<file path="src/rtl/interrupt_unit.sv">
// Interrupt request conditioner for the fetch stage: edge-detects requests, waits for EXM to drain,
// issues a one-cycle interrupt/flush and blocks re-entry until return plus hold-off. Optional macro: INTERRUPT_UNIT_SYNC_EN.
module interrupt_unit #(
    parameter int unsigned HOLDOFF     = 2,
    parameter int unsigned COUNT_WIDTH = 8
) (
    input  logic                   i_clk,
    input  logic                   i_reset_n,
    input  logic                   i_int_req,
    input  logic                   i_int_enable,
    input  logic                   i_pipe_busy,
    input  logic                   i_rti_done,
    output logic                   o_interrupt,
    output logic                   o_flush_f_d,
    output logic                   o_int_active,
    output logic                   o_pending,
    output logic [COUNT_WIDTH-1:0] o_int_count
);

    localparam int unsigned HW = (HOLDOFF > 1) ? $clog2(HOLDOFF + 1) : 1;

    typedef enum logic [2:0] {
        S_IDLE,
        S_DRAIN,
        S_INJECT,
        S_SERVICE,
        S_HOLDOFF
    } state_t;

    state_t                 r_state;
    state_t                 w_next_state;
    logic                   w_req_s;
    logic                   r_req_d;
    logic                   w_edge;
    logic                   r_pending;
    logic [HW-1:0]          r_hold_cnt;
    logic [COUNT_WIDTH-1:0] r_count;

`ifdef INTERRUPT_UNIT_SYNC_EN
    logic r_sync_meta;
    logic r_sync_out;

    always_ff @(posedge i_clk or negedge i_reset_n) begin
        if (!i_reset_n) begin
            r_sync_meta <= 1'b0;
            r_sync_out  <= 1'b0;
        end else begin
            r_sync_meta <= i_int_req;
            r_sync_out  <= r_sync_meta;
        end
    end

    assign w_req_s = r_sync_out;
`else
    assign w_req_s = i_int_req;
`endif

    assign w_edge = w_req_s & ~r_req_d;

    always_ff @(posedge i_clk or negedge i_reset_n) begin
        if (!i_reset_n) begin
            r_req_d <= 1'b0;
        end else begin
            r_req_d <= w_req_s;
        end
    end

    // A fresh edge in the INJECT cycle wins over the clear, so it is not lost.
    always_ff @(posedge i_clk or negedge i_reset_n) begin
        if (!i_reset_n) begin
            r_pending <= 1'b0;
        end else if (w_edge) begin
            r_pending <= 1'b1;
        end else if (r_state == S_INJECT) begin
            r_pending <= 1'b0;
        end
    end

    always_ff @(posedge i_clk or negedge i_reset_n) begin
        if (!i_reset_n) begin
            r_state <= S_IDLE;
        end else begin
            r_state <= w_next_state;
        end
    end

    always_comb begin
        w_next_state = r_state;
        case (r_state)
            S_IDLE: begin
                if ((r_pending | w_edge) & i_int_enable) begin
                    w_next_state = S_DRAIN;
                end
            end
            S_DRAIN: begin
                if (!i_int_enable) begin
                    w_next_state = S_IDLE;
                end else if (!i_pipe_busy) begin
                    w_next_state = S_INJECT;
                end
            end
            S_INJECT: begin
                w_next_state = S_SERVICE;
            end
            S_SERVICE: begin
                if (i_rti_done) begin
                    w_next_state = (HOLDOFF == 0) ? S_IDLE : S_HOLDOFF;
                end
            end
            S_HOLDOFF: begin
                if (r_hold_cnt <= HW'(1)) begin
                    w_next_state = S_IDLE;
                end
            end
            default: begin
                w_next_state = S_IDLE;
            end
        endcase
    end

    always_ff @(posedge i_clk or negedge i_reset_n) begin
        if (!i_reset_n) begin
            r_hold_cnt <= '0;
        end else if ((r_state == S_SERVICE) && i_rti_done) begin
            r_hold_cnt <= HW'(HOLDOFF);
        end else if ((r_state == S_HOLDOFF) && (r_hold_cnt != '0)) begin
            r_hold_cnt <= r_hold_cnt - HW'(1);
        end
    end

    always_ff @(posedge i_clk or negedge i_reset_n) begin
        if (!i_reset_n) begin
            r_count <= '0;
        end else if (r_state == S_INJECT) begin
            r_count <= r_count + COUNT_WIDTH'(1);
        end
    end

    assign o_interrupt  = (r_state == S_INJECT);
    assign o_flush_f_d  = (r_state == S_INJECT);
    assign o_int_active = (r_state == S_INJECT) || (r_state == S_SERVICE);
    assign o_pending    = r_pending;
    assign o_int_count  = r_count;

endmodule

</file>
<file path="config.mk">
export PLATFORM = sky130hd
export DESIGN_NAME = interrupt_unit
export DESIGN_NICKNAME = d
export VERILOG_FILES = /design/src/rtl/interrupt_unit.sv
export SDC_FILE = /design/constraint.sdc
export NUM_CORES = 1
export LEC_CHECK = 0
export CAP_MARGIN = 10
export CORE_AREA = 2 2 44 66
export CTS_CLUSTER_SIZE = 20
export DETAILED_ROUTE_END_ITERATION = 16
export DIE_AREA = 0 0 46 68
export SLEW_MARGIN = 30
export SYNTH_ARGS = -nofsm -noshare
export SYNTH_HDL_FRONTEND = slang
export SYNTH_SLANG_ARGS = --single-unit
export TNS_END_PERCENT = 10
</file>
<file path="constraint.sdc">
create_clock -name i_clk -period 1.6 [get_ports i_clk]
set_clock_uncertainty 0.2 [all_clocks]
set_input_delay 0.32 -clock i_clk [delete_from_list [all_inputs] [get_ports i_clk]]
set_output_delay 0.32 -clock i_clk [all_outputs]
set_load 0.02 [all_outputs]
</file>
After elaboration in Yosys (flattened, before gate mapping). Cells that the tools add are included. W data, S select, Z words.

Word-level logic and storage cells: 38. Register bits after elaboration: 15. Output and inout port bits: 12.

Reduce and logical (&&, ||, !) cells: 8. Muxes and demuxes: 10. Add/subtract/negate cells: 2. $lt $le $gt $ge: 1. Bitwise gates (word level): 4. Equality and inequality tests: 8.

Operators with widths (count): $mux W3 (5); $pmux W3 S5 (1); $add A8 B1 Y8 const B (1); $eq A3 B2 Y1 const B (2); $ne A2 B2 Y1 const B (3); $reduce_bool A2 Y1 (3); $mux W2 (2); $reduce_and A4 Y1 (1); $eq A3 B1 Y1 const B (1); $eq A3 B3 Y1 const B (1); $logic_not A3 Y1 (1); $ne A3 B3 Y1 const B (1); $and A1 B1 Y1 (2); $le A2 B1 Y1 const B (1); $logic_and A1 B1 Y1 (2); $mux W1 (2); $sub A2 B1 Y2 const B (1); $logic_or A1 B1 Y1 (1); $not A1 Y1 (1); $or A1 B1 Y1 (1).

Depth between registers and ports, before layout.
Depth in word-level cells: 6. Depth in mapped cells: 5. Mapped depth without buffers: 5.

Worst setup path after synthesis. No wires, ideal clock.

Kind: register to register. Start: register r_hold_cnt[0]. End: register r_hold_cnt[0]. Setup slack: -0.018 ns. Stages on the path, launching flop included: 6. Data arrival time: 1.299 ns. Data required time: 1.281 ns. Clock period less this slack: 1.618 ns. Cell sequence: dfrtp_1 inv_1 ha_1 or4b_4 a21oi_1 nor2_1.

Longest elaborated chain between the ends: 3. Elaborated cells on any way between the ends: 6. Classes of those cells: add/sub: 1; mux: 2; reduce/logical: 3.

RTL lines: from (decl) (RTL line 36) `logic [HW-1:0] r_hold_cnt;`; from (signal assigned) (RTL line 125) `r_hold_cnt <= HW'(HOLDOFF);`; from (signal assigned) (RTL line 127) `r_hold_cnt <= r_hold_cnt - HW'(1);`; $sub A2 B1 Y2 or $reduce_bool A2 Y1 (tied branches) (RTL line 127, 126); $mux W2 or $logic_and A1 B1 Y1 (tied branches) (RTL line 126) `end else if ((r_state == S_HOLDOFF) && (r_hold_cnt != '0)) begin`; $mux W2 or $reduce_bool A2 Y1 (tied branches).

Several ways; a longest one is shown, not always the timed one. The select of a mux whose other input is x is not followed. A chain may end at the register's enable or synchronous reset.

Worst setup path after layout.
Start: register r_state[1]. End: register r_hold_cnt[0].

Longest elaborated chain between the ends: 3. Elaborated cells on any way between the ends: 6. Classes of those cells: eq/ne: 2; mux: 1; reduce/logical: 3.

RTL lines: from (decl) (RTL line 30) `state_t r_state;`; from (signal assigned) (RTL line 83) `r_state <= w_next_state;`; $eq A3 B2 Y1 or $eq A3 B3 Y1 (tied branches) (RTL line 124, 126); $logic_and A1 B1 Y1 (on tied branches) (RTL line 124, 126); $mux W2 or $reduce_bool A2 Y1 (tied branches).

Several ways; a longest one is shown, not always the timed one.

==> results.tsv <==
stage	metric	value	unit
critical_path	Worst Reg-to-Reg Cells	5	
global_route	Total GRT Usage	12.14	%
drt	detailed-route via count	591	
sta	Final Hold Vio Count	0	
final_layout	commonest non-fill, non-tap cell in the layout	dfrtp_1	
die	Die Wd	46	um
power	sw power	0.6702	mW
critical_path	required time of the worst setup path	1.53	ns
clock_tree	H-Tree Depth	1	
power	Gate power share	51.2	%
sta	Final Critical Period	1.709	ns
final_layout	FF/Latch Area	375.4	um2
drt	number of vias per cell	4.805	
drt	Initial DRC Count	0	
clock_tree	total CTS buffers	3	
global_route	largest net degree at the start of global routing	16	
global_route	global route total overflow	0	
die	num ports	18	
die	CORE AREA	2590	um2
synth	sequential fraction of the synthesis area	51.37	%
drt	Detail Route Antenna Nets	0	
power	PD cells	1680	nW/um2
run_status	failing checks	negative setup slack	
placed_design	Place WS	-0.2770	ns
power	Flop pwr share	32.3	%
global_route	first-pass GRT wire length	2718	um
power	internal power	1.125	mW
final_layout	commonest non-fill, non-tap cells in the layout	dfrtp_1 (15), buf_4 (14), dlygate4sd2_1 (9)	
drt	1st-pass router iterations	1	
power	sw frac	37.33	%
clock_tree	CTS sink count	15	
final_layout	Area growth, synth to finish	46.23	%
synth	Yosys warning count	0	
sta	Setup Viol. Count Final	5	
run_status	status	finished, violations left	
clock_tree	CTS Hold Bufs	0	
final_layout	Final nets	108	
placed_design	Area after DPL	1017	um2
run	max cap viols	0	
clock_tree	root buffer cell	clkbuf_8	
synth	Synth Cell Area	730.7	um2
worst_hold_path	Tightest Hold Check Type	in -> async	
global_route	vias in the first global route	640	
sta	Final Max Slew Viols	0	
power	Final Power	1.795	mW
power	Lkg Pwr	0.5244	nW
sta	worst slew pin tran	0.2984	ns
synth	FF+latch count, synth	15	
power	Clock power frac	16.5	%
final_layout	fin area	1069	um2
critical_path	CP startpoint kind	flip-flop	
power	worst vdd ir	0.8646	mV
synth	average cell area after synthesis	11.07	um2
clock_tree	Reg clk slew, reported paths	0.05	ns
global_route	initial antenna violation count	0	
final_layout	diodes inserted	0	
critical_path	worst reg2reg setup slack	-0.11	ns
sta	crit share post-route	106.8	%
synth	Netlist cell types	26	
critical_path	CP Max Fanout	4	
critical_path	worst setup path category	reg -> reg	
synth	syn nets	75	
die	Die H	68	um
final_layout	fill count	275	
placed_design	PortBufs	17	
clock_tree	Longest Clk Path Bufs	2	
critical_path	CP arrival	1.64	ns
drt	final WL	1579	um
drt	Remaining DRCs	0	
final_layout	share of cells above drive strength 1	27.55	%
final_layout	Layout Utilization	41.26	%
placed_design	gpl congestion	0.6870	
die	Cell Rows	23	
sta	RSZ-0062 raised after global routing	true	
sta	max_slew headroom	79.92	%
sta	min setup slack post-route	-0.1086	ns
die	Initial Util	28.21	%
synth	Synth Instances	66	
critical_path	Worst R2R Start	r_state[1]	
drt	routed wire length per instance	12.84	um
clock_tree	Post-CTS Setup Repair Bufs	0	
sta	Highest Clock Rate	0.5853	GHz
die	die area	3128	um2
placed_design	dpl hpwl	1302	um
sta	Hold Slack	0.1810	ns
critical_path	R2R Path End	r_hold_cnt[0]	
clock_tree	CTS tree	done	
critical_path	Worst setup EP type	flip-flop	
clock_tree	worst-skew pair later-pin latency	0.24	ns
final_layout	multi-input logic area	329.1	um2
power groups by stage:
| stage | sequential, mW | combinational [mW] | clock [mW] |
|---|---|---|---|
| floorplan | 0.677 | 0.406 | 0 |
| global placement | 0.571 | 0.926 | 0 |
| detailed placement | 0.578 | 0.951 | 0 |
| CTS | 0.579 | 0.905 | 0.312 |
| global route | 0.599 | 0.997 | 0.330 |
| finish | 0.580 | 0.919 | 0.296 |
repair_timing:
item,4_1_cts,5_1_grt
gates resized for setup,25,5
setup endpoints to repair,14,6
pin swaps,2,3
Yosys cell counts:
| cell type | number | area (um2) |
|---|---|---|
| nor4_1 | 1 | 6.260 |
| mux2_1 | 1 | 11.26 |
| xor2_1 | 1 | 8.760 |
| nor2b_1 | 3 | 18.77 |
| a21oi_1 | 3 | 15.01 |
| nand4_1 | 4 | 25.02 |
| o31ai_1 | 1 | 7.510 |
| o211ai_1 | 1 | 7.510 |
| nand2_1 | 5 | 18.77 |
| nor3b_2 | 1 | 12.51 |
| xnor2_1 | 6 | 52.55 |
| buf_2 | 1 | 5.000 |
| and4bb_1 | 1 | 12.51 |
| ha_1 | 3 | 37.54 |
| buf_4 | 2 | 15.01 |
| o21bai_1 | 1 | 7.510 |
| buf_6 | 1 | 11.26 |
| or4b_4 | 1 | 13.76 |
| nand3_1 | 2 | 10.01 |
| dfrtp_1 | 15 | 375.4 |
| inv_1 | 4 | 15.01 |
| nor2_1 | 3 | 11.26 |
| a221oi_1 | 1 | 8.760 |
| a31oi_1 | 1 | 6.260 |
| and3_1 | 2 | 12.51 |
| o21ai_0 | 1 | 5.000 |
area by class of cell:
cell class / count / area share [%]
clock buffers: 4 / 4.215
inverters: 4 / 1.405
well taps: 25 / 2.927
flip-flops and latches: 15 / 35.13
repair buffers: 32 / 25.53
multi-input cells: 43 / 30.80
through the flow:
stage,TNS [ns],instances
final,-0.2994,123
after global routing,-0.5695,123
after CTS,-0.3859,123
after detailed placement,-1.151,119
after global placement,-0.9936,119
after floorplan,-0.01506,66
worst max path at each step:
stage / start / to / depth (start not counted)
floorplan: r_hold_cnt[0] / r_hold_cnt[0] / 5
global route: r_state[1] / r_hold_cnt[0] / 5
detailed placement: r_state[2] / o_flush_f_d / 2
CTS: r_state[1] / r_hold_cnt[1] / 5
global placement: r_state[2] / o_flush_f_d / 2
finish: r_state[1] / r_hold_cnt[0] / 5
critical path, cell delays in order (launching register included):
cell and delay, ns:
dfrtp_1 0.40, buf_6 0.13, buf_6 0.11, or4b_4 0.56
a21oi_2 0.15, nor2_1 0.05
logic make-up after synthesis:
logic type / after synthesis / share of synthesized area [%]
AND/OR/NAND/NOR: 23 / 19.35
flip-flops: 15 / 51.37
AO/OA/AOI/OAI: 9 / 7.877
buffers and inverters: 8 / 6.334
XOR/XNOR: 7 / 8.391
adder cells (fa/ha/maj): 3 / 5.138
multiplexers: 1 / 1.541
registers in the layout, indices dropped and copies added (netlist names):
| name | count |
|---|---|
| r_state | 3 |
| r_req_d | 1 |
| r_hold_cnt | 2 |
| o_int_count | 8 |
| o_pending | 1 |
metal layers:
metal  share of wire (%)  wire length (um)  track usage [%]
met1                  38               602            12.29
met2                  55               869            22.57
met3                 4.6                73            1.847
met4                 2.1                33            6.429
met5                   0                 0                0
(Power assumes the default switching activity.)
